**src/rtl/dmem_arb_pkg.sv**
```systemverilog
// Shared definitions for the DataMemory port arbiter: FSM state encoding and requester ids.
package dmem_arb_pkg;

   localparam logic [1:0] IDLE_ENC = 2'd0;
   localparam logic [1:0] OWN0_ENC = 2'd1;
   localparam logic [1:0] OWN1_ENC = 2'd2;

   typedef enum logic [1:0] {
      IDLE = IDLE_ENC,
      OWN0 = OWN0_ENC,
      OWN1 = OWN1_ENC
   } arb_state_t;

   localparam logic PORT0 = 1'b0;
   localparam logic PORT1 = 1'b1;

endpackage

```
**src/rtl/dmem_rd_return_pipe.sv**
```systemverilog
// RD_LAT-deep shifter carrying {valid, id, data} of each read back to its requester;
// the last stage is split per port so each rdata holds its most recent return.
module dmem_rd_return_pipe
   import dmem_arb_pkg::*;
#(
   parameter int DW     = 64,
   parameter int RD_LAT = 1
) (
   input  logic          CLK,
   input  logic          Reset_L,
   input  logic          cap_valid,
   input  logic          cap_id,
   input  logic [DW-1:0] cap_data,
   output logic          rvalid0,
   output logic          rvalid1,
   output logic [DW-1:0] rdata0,
   output logic [DW-1:0] rdata1
);

   logic          fin_valid;
   logic          fin_id;
   logic [DW-1:0] fin_data;

   generate
      if (RD_LAT == 1) begin : g_direct
         assign fin_valid = cap_valid;
         assign fin_id    = cap_id;
         assign fin_data  = cap_data;
      end else begin : g_shift
         logic [RD_LAT-2:0] v_q;
         logic [RD_LAT-2:0] id_q;
         logic [DW-1:0]     d_q [RD_LAT-1];

         // NOTE: the data stages are reset as well so that nothing stale can reach rdata after a reset.
         always_ff @(posedge CLK or negedge Reset_L) begin
            if (!Reset_L) begin
               v_q  <= '0;
               id_q <= '0;
               for (int i = 0; i < RD_LAT - 1; i++) d_q[i] <= '0;
            end else begin
               v_q[0]  <= cap_valid;
               id_q[0] <= cap_id;
               d_q[0]  <= cap_data;
               for (int i = 1; i < RD_LAT - 1; i++) begin
                  v_q[i]  <= v_q[i-1];
                  id_q[i] <= id_q[i-1];
                  d_q[i]  <= d_q[i-1];
               end
            end
         end

         assign fin_valid = v_q[RD_LAT-2];
         assign fin_id    = id_q[RD_LAT-2];
         assign fin_data  = d_q[RD_LAT-2];
      end
   endgenerate

   // NOTE: state registers use non-blocking assignments so every flop samples pre-edge values.
   always_ff @(posedge CLK or negedge Reset_L) begin
      if (!Reset_L) begin
         rvalid0 <= 1'b0;
         rvalid1 <= 1'b0;
         rdata0  <= '0;
         rdata1  <= '0;
      end else begin
         rvalid0 <= fin_valid & (fin_id == PORT0);
         rvalid1 <= fin_valid & (fin_id == PORT1);
         if (fin_valid && fin_id == PORT0) rdata0 <= fin_data;
         if (fin_valid && fin_id == PORT1) rdata1 <= fin_data;
      end
   end

endmodule

```
**src/rtl/dmem_port_arbiter.sv**
```systemverilog
// Two-requester arbiter for the single DataMemory port with bounded burst lock and read return.
// Build option: DMEM_ARB_FIXED_PRIO_EN makes port 0 win every idle tie instead of round-robin.
module dmem_port_arbiter
   import dmem_arb_pkg::*;
#(
   parameter int AW       = 64,
   parameter int DW       = 64,
   parameter int RD_LAT   = 1,
   parameter int MAX_LOCK = 8
) (
   input  logic          CLK,
   input  logic          Reset_L,
   input  logic          req0,
   input  logic          req1,
   input  logic          wr0,
   input  logic          wr1,
   input  logic          lock0,
   input  logic          lock1,
   input  logic [AW-1:0] addr0,
   input  logic [AW-1:0] addr1,
   input  logic [DW-1:0] wdata0,
   input  logic [DW-1:0] wdata1,
   output logic          gnt0,
   output logic          gnt1,
   output logic          rvalid0,
   output logic          rvalid1,
   output logic [DW-1:0] rdata0,
   output logic [DW-1:0] rdata1,
   output logic          MemoryRead,
   output logic          MemoryWrite,
   output logic [AW-1:0] Address,
   output logic [DW-1:0] WriteData,
   input  logic [DW-1:0] ReadData
);

   localparam int            CW      = $clog2(MAX_LOCK + 1);
   localparam logic [CW-1:0] CNT_MAX = CW'(MAX_LOCK);

   arb_state_t    state, next_state;
   logic [CW-1:0] lock_cnt, next_cnt;
   logic          rr_last;
   logic          tie_to0;
   logic          gnt0_raw, gnt1_raw;

   // NOTE: every signal is given a default before the case so no path leaves it unassigned (no latches).
   always_comb begin
      next_state = state;
      next_cnt   = lock_cnt;
      gnt0_raw   = 1'b0;
      gnt1_raw   = 1'b0;
`ifdef DMEM_ARB_FIXED_PRIO_EN
      tie_to0    = 1'b1;
`else
      tie_to0    = (rr_last == PORT1);
`endif
      unique case (state)
         IDLE: begin
            gnt0_raw = req0 & (~req1 | tie_to0);
            gnt1_raw = req1 & ~gnt0_raw;
            next_cnt = '0;
            // A one-cycle lock limit means the opening access already exhausts the burst.
            if (((gnt0_raw & lock0) | (gnt1_raw & lock1)) && (CNT_MAX > CW'(1))) begin
               next_state = gnt0_raw ? OWN0 : OWN1;
               next_cnt   = CW'(1);
            end
         end
         OWN0: begin
            gnt0_raw = req0;
            if (req0 && lock0 && (lock_cnt + CW'(1) < CNT_MAX)) begin
               next_cnt = lock_cnt + CW'(1);
            end else begin
               next_state = IDLE;
               next_cnt   = '0;
            end
         end
         OWN1: begin
            gnt1_raw = req1;
            if (req1 && lock1 && (lock_cnt + CW'(1) < CNT_MAX)) begin
               next_cnt = lock_cnt + CW'(1);
            end else begin
               next_state = IDLE;
               next_cnt   = '0;
            end
         end
         default: begin
            next_state = IDLE;
            next_cnt   = '0;
         end
      endcase
   end

   // Grants are combinational from req, so they are masked while reset is held.
   assign gnt0 = gnt0_raw & Reset_L;
   assign gnt1 = gnt1_raw & Reset_L;

   always_ff @(posedge CLK or negedge Reset_L) begin
      if (!Reset_L) begin
         state    <= IDLE;
         lock_cnt <= '0;
         rr_last  <= PORT1;
      end else begin
         state    <= next_state;
         lock_cnt <= next_cnt;
         if (gnt0 | gnt1) rr_last <= gnt1 ? PORT1 : PORT0;
      end
   end

   assign MemoryRead  = (gnt0 & ~wr0) | (gnt1 & ~wr1);
   assign MemoryWrite = (gnt0 & wr0) | (gnt1 & wr1);
   assign Address     = gnt0 ? addr0  : (gnt1 ? addr1  : '0);
   assign WriteData   = gnt0 ? wdata0 : (gnt1 ? wdata1 : '0);

   dmem_rd_return_pipe #(
      .DW     (DW),
      .RD_LAT (RD_LAT)
   ) u_rd_return_pipe (
      .CLK       (CLK),
      .Reset_L   (Reset_L),
      .cap_valid (MemoryRead),
      .cap_id    (gnt1),
      .cap_data  (ReadData),
      .rvalid0   (rvalid0),
      .rvalid1   (rvalid1),
      .rdata0    (rdata0),
      .rdata1    (rdata1)
   );

endmodule

```
**config.mk**
```make
export PLATFORM = sky130hd
export DESIGN_NAME = dmem_port_arbiter
export DESIGN_NICKNAME = d
export VERILOG_FILES = /design/src/rtl/dmem_arb_pkg.sv /design/src/rtl/dmem_rd_return_pipe.sv /design/src/rtl/dmem_port_arbiter.sv
export SDC_FILE = /design/constraint.sdc
export NUM_CORES = 1
export LEC_CHECK = 0
export BUFFER_PORTS_ARGS = -buffer_cell sky130_fd_sc_hd__buf_2
export CAP_MARGIN = 10
export CORE_AREA = 10 10 222 224
export DETAILED_ROUTE_END_ITERATION = 10
export DIE_AREA = 0 0 232 234
export GPL_TIMING_DRIVEN = 0
export HOLD_SLACK_MARGIN = 0.12
export PLACE_DENSITY = 0.47
export SLEW_MARGIN = 5
export SYNTH_ARGS = -nofsm -noshare
export SYNTH_HDL_FRONTEND = slang
export SYNTH_HIERARCHICAL = 1
export SYNTH_SLANG_ARGS = --single-unit
```
**constraint.sdc**
```tcl
create_clock -name CLK -period 1.9 [get_ports CLK]
set_input_delay 0.475 -clock CLK [delete_from_list [all_inputs] [get_ports CLK]]
set_output_delay 0.475 -clock CLK [all_outputs]
set_load 0.02 [all_outputs]
```
# [After elaboration in Yosys (flattened, before gate mapping)]
# Index checks and enable logic that the tools add are counted.
[classes] n_reduce_logical=8 n_addsub=1 n_eq_ne=5 bitwise=22 mux=16 magnitude_cmp=1
[op_table] op="two-way mux 64 bit" count=4
[op_table] op="AND 1 bit" count=12
[op_table] op="one-hot mux 4 bit (3 select lines)" count=1
[op_table] op="two-way mux 2 bit" count=4
[op_table] op="two-way mux 4 bit" count=2
[op_table] op="logical AND 1 bit" count=6
[op_table] op="!= test 2 bit (second input constant)" count=3
[op_table] op="one-hot mux 2 bit (3 select lines)" count=1
[op_table] op="inverter 1 bit" count=5
[op_table] op="OR 1 bit" count=5
[op_table] op="adder 4 x 1 -> 4 bit (second input constant)" count=1
[op_table] op="less-than comparator 4 bit (second input constant)" count=1
[op_table] op="one-hot mux 1 bit (2 select lines)" count=2
[op_table] op="AND reduction 3 bit" count=1
[op_table] op="equality test 2 x 1 -> 1 bit (second input constant)" count=1
[op_table] op="equality test 2 bit (second input constant)" count=1
[op_table] op="zero test 2 bit" count=1
[op_table] op="two-way mux 1 bit" count=2
[word_totals] reg_bits=137 word_cells=60 input_bits=328

# [Depth between registers and ports, before layout]
# Gate-level depths: netlist of run 1.
[logic_depth] word_depth=10 ltp_mapped=9 ltp_nobuf=6

# [Modules after synthesis]
# Netlist of run 1, hierarchy kept.
[by_module_without_submodules] module="dmem_rd_return_pipe" n_inst=1 cells_per_inst=276 seq_area_each_um2=3253.1 area_each_um2=4863.4
[by_module_without_submodules] module="dmem_port_arbiter" n_inst=1 cells_per_inst=192 seq_area_each_um2=176.4 area_each_um2=1709.1

# [Least setup slack after synthesis of run 1]
# No wires, ideal clock.
[synth_timing] path_kind="input to register" from="input port req0" to="register u_rd_return_pipe.rdata0[58]" path_buffers=2 arrival_time_ns=1.988 stages=8 path_slack_ns=-0.213 cell_sequence="nor2b_1 o211ai_2 o22ai_1 nand2b_1 buf_6 buf_8 inv_4 mux2_2"
[synth_between] elab_chain_len=8 word_cells_on_any_way=12 classes_between="2 x mux; 9 x bitwise; 1 x reduce/logical"
[synth_lines] element="from (decl)" line_no="dmem_port_arbiter.sv:13" text="input logic req0,"
[synth_lines] element="AND 1 bit" line_no="dmem_port_arbiter.sv:58" text="gnt0_raw = req0 & (~req1 | tie_to0);"
[synth_lines] element="inverter 1 bit" line_no="dmem_port_arbiter.sv:59" text="gnt1_raw = req1 & ~gnt0_raw;"
[synth_lines] element="AND 1 bit" line_no="dmem_port_arbiter.sv:59"
[synth_lines] element="one-hot mux 1 bit (2 select lines)" line_no="dmem_port_arbiter.sv:56" text="unique case (state)"
[synth_lines] element="AND 1 bit" line_no="dmem_port_arbiter.sv:94" text="assign gnt1 = gnt1_raw & Reset_L;"
[synth_lines] element="AND 1 bit" line_no="dmem_port_arbiter.sv:108" text="assign MemoryRead = (gnt0 & ~wr0) | (gnt1 & ~wr1);"
[synth_lines] element="OR 1 bit *" line_no="dmem_port_arbiter.sv:108"
[synth_lines] element="net MemoryRead" line_no="dmem_port_arbiter.sv:29" text="output logic MemoryRead,"
[synth_lines] element="logical AND 1 bit *" line_no="dmem_rd_return_pipe.sv:68" text="if (fin_valid && fin_id == PORT0) rdata0 <= fin_data;"
[synth_lines] element="to (signal assigned)" line_no="dmem_rd_return_pipe.sv:68"
[synth_lines] element="to (decl)" line_no="dmem_rd_return_pipe.sv:16" text="output logic [DW-1:0] rdata0,"
# Mark *: on every way through the listed nets, which the timed path passes. The rest lies on a longest branch.
# A chain may end at the register's enable or synchronous reset.

# [Worst setup path after layout of run 1]
[layout_timing] from="register state[0]" to="output port Address[55]"
[layout_between] elab_chain_len=5 word_cells_on_any_way=9 classes_between="2 x eq/ne; 4 x mux; 2 x bitwise; 1 x reduce/logical"
[layout_lines] element="from (decl)" line_no="dmem_port_arbiter.sv:39" text="arb_state_t state, next_state;"
[layout_lines] element="from (signal assigned)" line_no="dmem_port_arbiter.sv:102" text="state <= next_state;"
[layout_lines] element="equality test 2 bit or zero test 2 bit (tied branches)" line_no="dmem_port_arbiter.sv:56"
[layout_lines] element="one-hot mux 1 bit (2 select lines)" line_no="dmem_port_arbiter.sv:56"
[layout_lines] element="AND 1 bit" line_no="dmem_port_arbiter.sv:94"
[layout_lines] element="two-way mux 64 bit" line_no="dmem_port_arbiter.sv:110" text="assign Address = gnt0 ? addr0 : (gnt1 ? addr1 : '0);"
[layout_lines] element="two-way mux 64 bit *" line_no="dmem_port_arbiter.sv:110"
[layout_lines] element="to (decl)" line_no="dmem_port_arbiter.sv:31" text="output logic [AW-1:0] Address,"
# Every way passes the cells marked *; elsewhere a longest branch is shown, timed or not.

==> results.ini, run 1 <==
[worst_setup_path]
crit_chain = nand2b_4, o211ai_4, inv_4, buf_12, buf_12, a22o_4, buf_6
max_stage_delay_ns = 0.38
critPathCapture = Address[55]
timing.rr.start = state[1]$_DFFE_PN0P_
slowest_stage = dfrtp_1
cp.arrival_ns = 2.05
r2r.worst_path.cells = 11
endpoint_kind = output pin
crit_path_frequent_cell = buf_12
cp-start-kind = register
ff2ff_setup_slack_ns = -0.29
worstSetupStartpoint = state[0]$_DFFE_PN0P_
crit_required_ns = 1.42
critical-path-top-delay-family = buffers and inverters
rr_endpoint = u_rd_return_pipe/rdata0[30]$_DFFE_PN0P_
cp_max_fo = 10
cp_num_buf_inv = 4
crit_type = register to output pin
path_depth = 7

[yosys]
synth.ff_latch_count = 137
avgSynthCellArea_sq_um = 14.0
synth_nets = 797
syn_area_sq_mm = 0.00657
yosysWarnings = 6
seq_area_frac_synth_pct = 52.2
synthCells = 468
synth.distinct_cells = 36

[finish]
synthToLayoutAreaGrowth_pct = 90.1
seq_area_sq_mm = 0.00343
drive_above_1_share_pct = 71.5
postLayoutCoreUtil_pct = 27.8
nFillCells = 4809
final_common_cell = buf_2
mostFrequentLayoutCells = 503 x buf_2, 136 x dfrtp_1, 116 x a22o_1, 98 x buf_6, 73 x mux2_2
layout.nets = 1433
multi_input_comb_area_sq_mm = 0.00297

[route]
vias = 7221
wl_per_cell_um = 30.3
totalWireLength_um = 52900
via_per_inst = 4.14
ant_nets = 0
drtIter0Drc = 281
drc = 0
dr.pass1.iters = 4

[sta]
period_needed_ns = 2.52
setup_slack_ns = -0.620
holdWs_ns = -0.0815
rsz0062_at_grt = yes
fin_worst_skew_ns = 0.00977
final_hold_viol_count = 64
max_freq_ghz = 0.397
tns_ns = -98.12
setup_viol = 258
final_max_slew_viol_count = 0
min_period_over_period_pct = 133

[placement]
dp_hpwl_um = 46300
io_buffers = 589
gp_congestion = 0.981

[clock_tree]
ctsLongestPathBuffers = 2
ctsRootBufferMaster = clkbuf_16
clk_pin_slew_ns = 0.06
cts.htree.levels = 4
cts_tree = built
cts-buffers-inserted = 17
cts_num_sinks = 137
clock_latency_ns = 0.43

[floorplan]
die_h_um = 234
die_area_sq_mm = 0.0543
start_util_pct = 14.6
die_x_um = 232
io_pins = 590
core_sq_mm = 0.0449
num_rows = 78

[power]
ir_worst_vdd_v = 0.000900
power.leakage_nw = 6.39
p_per_area_mw_per_mm2 = 1170

[grt]
antenna_found_initial = 59
grt_pass1_vias = 7691
grt_usage_pct = 18.3
grt_max_degree = 71
globalRouteOverflowTotal = 0
grt_pass1_wl_um = 67300

[status]
outcome = finished with violations
failed_checks = hold timing, setup timing

[flow_run]
drv_cap = 0

[min_path]
hold_path.class = input port to asynchronous set/reset pin

==> worst reg2reg max path, stage by stage (launching register included) <==
cell and delay, ns:
dfrtp_1 0.41, nor2b_2 0.17, o211ai_4 0.11, buf_4 0.17, buf_6 0.11, o22ai_4 0.21, buf_6 0.13, nand2b_4 0.05
buf_12 0.15, buf_12 0.14, buf_12 0.15, mux2_2 0.29
==> routing by layer <==
layer / up-vias / track usage [%] / wire, um
met5: - / 0 / 48
met4: 8 / 11.5 / 3580
met3: 123 / 7.28 / 4930
met2: 436 / 34.6 / 28300
met1: 3541 / 16.0 / 16100
li1: 3113 / - / -
==> stage by stage <==
stage	hold WS, ns	setup slack (ns)	cell area (sq um)	total power (W)	cells
after floorplan	0.179	0.00605	6600	0.00789	468
after global placement	0.471	-3.35	10300	0.0106	1657
after detailed placement	0.475	-1.14	10300	0.0107	1658
after CTS	-0.0691	-0.645	12300	0.0148	1714
after global routing	-0.0768	-0.693	12500	0.0154	1736
final	-0.0815	-0.620	12500	0.0146	1746
==> sequential cells by signal (all words and copies together) (netlist names) <==
name,cells
rr_last,1
u_rd_return_pipe/rdata1,64
lock_cnt,4
u_rd_return_pipe/rvalid1,1
u_rd_return_pipe/rvalid0,1
u_rd_return_pipe/rdata0,64
state,2
==> repair_timing <==
action | in CTS | in global routing
buffers inserted | 18 | 2
endpoints found under the hold margin | 66 | 66
gates resized for setup | 286 | 27
pin swaps | 49 | 2
cloned | 8 | 1
endpoints found under the setup margin | 261 | 260
==> where the power goes <==
part	switching (W)	total (W)	internal [W]	leakage, nW
clock network	0.00129	0.00341	0.00212	0.288
logic	0.00380	0.00660	0.00280	4.45
registers	0.000551	0.00461	0.00406	1.66
total	0.00565	0.0146	0.00898	6.39
==> cell usage after synthesis <==
master	instances	area [sq um]
inv_4	1	6.26
a21oi_1	1	5.00
o31ai_1	1	7.51
buf_8	1	15.0
nand2_1	2	7.51
nand3_1	3	15.0
inv_1	2	7.51
o21ai_0	1	5.00
mux2_2	79	890
nor3b_1	1	7.51
xnor2_1	2	17.5
nand4b_1	1	8.76
conb_1	1	3.75
a21o_1	1	7.51
nand2b_4	1	13.8
nor2b_1	1	6.26
buf_4	1	7.51
buf_6	22	248
dfrtp_1	136	3400
and2b_1	1	7.51
mux2_1	49	552
inv_2	2	7.51
o311ai_1	1	8.76
o21a_1	1	7.51
buf_2	17	85.1
o211ai_2	1	12.5
dfstp_2	1	26.3
nor3_1	1	5.00
clkbuf_1	1	3.75
a22o_1	129	1130
nor2_1	1	3.75
nand2b_1	1	6.26
o22ai_1	1	6.26
nand3b_1	1	7.51
ha_1	1	12.5
o2111ai_1	1	8.76
==> cells by family (layout without fill, tap and decap cells) <==
group	count (synthesis)	count (layout)	synth area share [%]
adders and majority gates	1	1	0.190
muxes	128	128	21.9
other	1	31	0.0571
buffers and inverters	47	695	5.79
and+or+nand+nor	14	14	1.35
DFF	137	137	52.2
AOI/OAI and AO/OA	138	138	18.2
xor gates and xnor gates	2	2	0.267
==> cell type report <==
class	count	share of cell area (%)
well taps	600	6.01
multi-input cells	284	23.8
flip-flops and latches	137	27.4
diodes	30	0.601
clock inverters	11	1.16
clock buffers	20	3.65
inverters	5	0.330
plain buffers	41	5.40
repair buffers	618	31.6
==> how the worst min path moves through the flow <==
stage	end	slack (ns)	cells after the start
5_1_grt	u_rd_return_pipe/rdata0[5]$_DFFE_PN0P_	-0.08	1
3_5_place_dp	u_rd_return_pipe/rdata1[23]$_DFFE_PN0P_	0.48	1
2_1_floorplan	lock_cnt[0]$_DFF_PN0_	0.18	0
4_1_cts	u_rd_return_pipe/rdata0[5]$_DFFE_PN0P_	-0.07	1
6_report	u_rd_return_pipe/rdata0[5]$_DFFE_PN0P_	-0.08	1
3_3_place_gp	u_rd_return_pipe/rdata1[24]$_DFFE_PN0P_	0.47	1
Power figures use the tool's default switching activity.
==> run 2, diff against run 1 <==
- ABC_AREA: not set -> 1
- CORE_AREA: 10 10 222 224 -> 10 10 223 225
- DIE_AREA: 0 0 232 234 -> 0 0 233 235
- PLACE_DENSITY: 0.47 -> 0.49
- SKIP_LAST_GASP: not set -> 1
==> results.ini, run 2 <==
[status]
outcome = finished with violations  ; unchanged
failed_checks = setup timing  ; was hold timing, setup timing

[finish]
layout.cells.non_filler = 2290  ; was 1746
synthToLayoutAreaGrowth_pct = 74.6  ; was 90.1%
drive_above_1_share_pct = 47.7  ; was 71.5%
layout.nets = 2005  ; was 1433
nFillCells = 5011  ; was 4809
reg_top3 = u_rd_return_pipe/rdata0 x64, u_rd_return_pipe/rdata1 x64, lock_cnt x4  ; unchanged
mostFrequentLayoutCells = 542 x buf_2, 485 x nand2_1, 234 x nand3_1, 136 x dfrtp_1, 58 x buf_6  ; was 503 x buf_2, 136 x dfrtp_1, 116 x a22o_1, 98 x buf_6, 73 x mux2_2
final_common_cell = buf_2  ; unchanged

[placement]
dpl.cell_count = 2240  ; was 1658
pre_cts_ws_ns = -1.59  ; was -1.14 ns
dp_hpwl_um = 37800  ; was 46300 um
io_buffers = 589  ; unchanged
gp_congestion = 0.960  ; was 0.981

[route]
via_per_inst = 4.21  ; was 4.14
vias = 9647  ; was 7221
drc = 0  ; unchanged
totalWireLength_um = 46600  ; was 52900 um
ant_nets = 0  ; unchanged
wl_per_cell_um = 20.3  ; was 30.3 um
dr.pass1.iters = 5  ; was 4
drtIter0Drc = 585  ; was 281

[worst_setup_path]
crit_chain = inv_2, nand2_4, nand2_4, nand2_8, clkbuf_16, buf_8, nand3_1, nand2_2, buf_6  ; was nand2b_4, o211ai_4, inv_4, buf_12, buf_12, a22o_4, buf_6
cp-start-kind = register  ; unchanged
endpoint_kind = output pin  ; unchanged
cp_max_fo = 7  ; was 10
crit_required_ns = 1.42  ; about the same
max_stage_delay_ns = 0.54  ; was 0.38 ns
cp.arrival_ns = 1.92  ; was 2.05 ns
slowest_stage = dfstp_2  ; was dfrtp_1
crit_type = register to output pin  ; unchanged
cp_num_buf_inv = 4  ; unchanged
critical-path-top-delay-family = flip-flops  ; was buffers and inverters
crit_path_frequent_cell = nand2_4  ; was buf_12

[yosys]
synth_common_cells = 537 x nand2_1, 263 x nand3_1, 136 x dfrtp_1  ; was 136 x dfrtp_1, 129 x a22o_1, 79 x mux2_2
avgSynthCellArea_sq_um = 7.09  ; was 14.0 sq um
synthCells = 1050  ; was 468
yosys-top-cells-area = dfrtp_1 46%, nand2_1 27%, nand3_1 18%, buf_2 3.7%, buf_6 3.0%  ; was dfrtp_1 52%, a22o_1 17%, mux2_2 14%, mux2_1 8.4%, buf_6 3.8%
synth_nets = 1379  ; was 797
yosysWarnings = 6  ; unchanged
synth_edf_count = 0  ; unchanged
yosysTopAreaCellShare_pct = 45.7  ; was 51.8%
synthArstFlopShare_pct = 100  ; unchanged
synth_ff_type = dfrtp_1  ; unchanged
synth.ff_latch_count = 137  ; unchanged
yosysTopAreaCell = dfrtp_1  ; unchanged
synth.distinct_cells = 18  ; was 36
yosysMostFrequentCell = nand2_1  ; was dfrtp_1
syn_area_sq_mm = 0.00745  ; was 0.00657 sq mm
seq_area_frac_synth_pct = 46.0  ; was 52.2%

[floorplan]
core_sq_mm = 0.0451  ; was 0.0449 sq mm
die_h_um = 235  ; was 234 um
start_util_pct = 16.5  ; was 14.6%
die_x_um = 233  ; was 232 um
io_pins = 590  ; unchanged
num_rows = 78  ; unchanged
die_area_sq_mm = 0.0548  ; was 0.0543 sq mm

[sta]
relSlewSlack_pct = 63.5
rsz0062_at_grt = yes  ; unchanged
setup_viol = 260  ; was 258
fin_worst_skew_ns = 0.00892  ; was 0.00977 ns
final_hold_viol_count = 0  ; was 64
worst_slew_pin_slew_ns = 0.548
period_needed_ns = 2.39  ; was 2.52 ns
final_max_slew_viol_count = 0  ; unchanged
max_freq_ghz = 0.418  ; was 0.397 GHz
min_period_over_period_pct = 126  ; was 133%
setup_slack_ns = -0.495  ; was -0.620 ns

[clock_tree]
cts_tree = built  ; unchanged
cts_num_sinks = 137  ; unchanged
ctsLongestPathBuffers = 2  ; unchanged
clock_latency_ns = 0.43  ; about the same
cts.htree.levels = 4  ; unchanged
clk_pin_slew_ns = 0.06  ; about the same
cts-buffers-inserted = 17  ; unchanged
ctsRootBufferMaster = clkbuf_16  ; unchanged

[grt]
grt_pass1_vias = 9664  ; was 7691
grt_max_degree = 89  ; was 71
antenna_found_initial = 6  ; was 59
grt_usage_pct = 15.7  ; was 18.3%
globalRouteOverflowTotal = 0  ; unchanged
grt_pass1_wl_um = 65300  ; was 67300 um

[power]
p_per_area_mw_per_mm2 = 1080  ; was 1170 mW/mm^2
power_w = 0.0141  ; was 0.0146 W
ir_worst_vdd_v = 0.000652  ; was 0.000900 V
power.leakage_nw = 7.59  ; was 6.39 nW

[flow_run]
drv_cap = 0  ; unchanged

[min_path]
hold_path.class = input port to register  ; was input port to asynchronous set/reset pin

[run 2: final timing paths]
| kind | from | endpoint | slack [ns] | depth (start not counted) |
|---|---|---|---|---|
| min in group asynchronous | Reset_L | u_rd_return_pipe/rdata1[45]$_DFFE_PN0P_ | 0.58 | 2 |
| max in group asynchronous | Reset_L | u_rd_return_pipe/rdata1[8]$_DFFE_PN0P_ | 0.72 | 3 |
| min | ReadData[7] | u_rd_return_pipe/rdata0[7]$_DFFE_PN0P_ | 0.29 | 3 |
| max | rr_last$_DFFE_PN1P_ | WriteData[62] | -0.49 | 9 |
| max reg2reg | rr_last$_DFFE_PN1P_ | u_rd_return_pipe/rdata1[38]$_DFFE_PN0P_ | -0.28 | 12 |
| min reg2reg | u_rd_return_pipe/rdata0[26]$_DFFE_PN0P_ | u_rd_return_pipe/rdata0[26]$_DFFE_PN0P_ | 0.47 | 2 |
[run 2: kinds of logic (layout without fill, tap and decap cells)]
logic type	count (synthesis)	count (layout)	share of synthesized area, %
adder cells (fa/ha/maj)	1	1	0.168
flip-flops	137	137	46.0
AND/OR/NAND/NOR	812	812	45.6
buffers and inverters	98	737	8.03
other	1	2	0.0503
XOR/XNOR	1	1	0.118
[run 2: power breakdown]
group / internal (W) / switching (W) / leakage (nW)
registers: 0.00393 / 0.000551 / 1.73
logic: 0.00221 / 0.00399 / 5.57
clock network: 0.00207 / 0.00136 / 0.294
total: 0.00820 / 0.00590 / 7.59
[run 2: worst register-to-register path: cells and delay by family (launching register included)]
| family | cells | cell delay, ns |
|---|---|---|
| flip-flops | 1 | 0.54 |
| AND/OR/NAND/NOR | 7 | 0.78 |
| buffers and inverters | 5 | 0.79 |
[run 2: through the flow]
step / hold WS, ns / cell area (sq um) / setup TNS [ns] / util (%)
6_report: 0.292 / 13000 / -79.90 / 28.9
2_1_floorplan: 0.179 / 7450 / 0 / -
3_3_place_gp: 0.450 / 11200 / -1159.87 / 24.7
5_1_grt: 0.285 / 13000 / -114.66 / 28.9
3_5_place_dp: 0.453 / 11200 / -324.20 / 24.8
4_1_cts: 0.273 / 12400 / -96.48 / 27.5
[run 2: layer usage]
layer | GRT usage (%) | vias to the layer above | wire (um)
li1 | - | 4627 | -
met1 | 19.2 | 4575 | 19100
met2 | 26.7 | 390 | 22900
met3 | 4.39 | 51 | 3730
met4 | 3.75 | 4 | 770
met5 | 0 | - | 29
[run 2: cell type report]
type	instances	area, sq um	share of cell area [%]
multi-input combinational	815	3750	28.9
timing repair buffer	607	3670	28.2
sequential	137	3430	26.4
tap	600	751	5.77
buffer	85	744	5.72
clock buffer	17	425	3.27
clock inverter	15	174	1.34
inverter	13	56.3	0.433
antenna	1	2.50	0.0192
[run 2: what timing repair did]
item / 4_1_cts / 5_1_grt
cloned: 2 / 6
pin swaps: 5 / 29
buffers inserted: 3 / 2
resized for setup: 155 / 135
hold endpoints to repair: 49 / 0
hold buffers: 4 / 0
setup endpoints to repair: 262 / 262
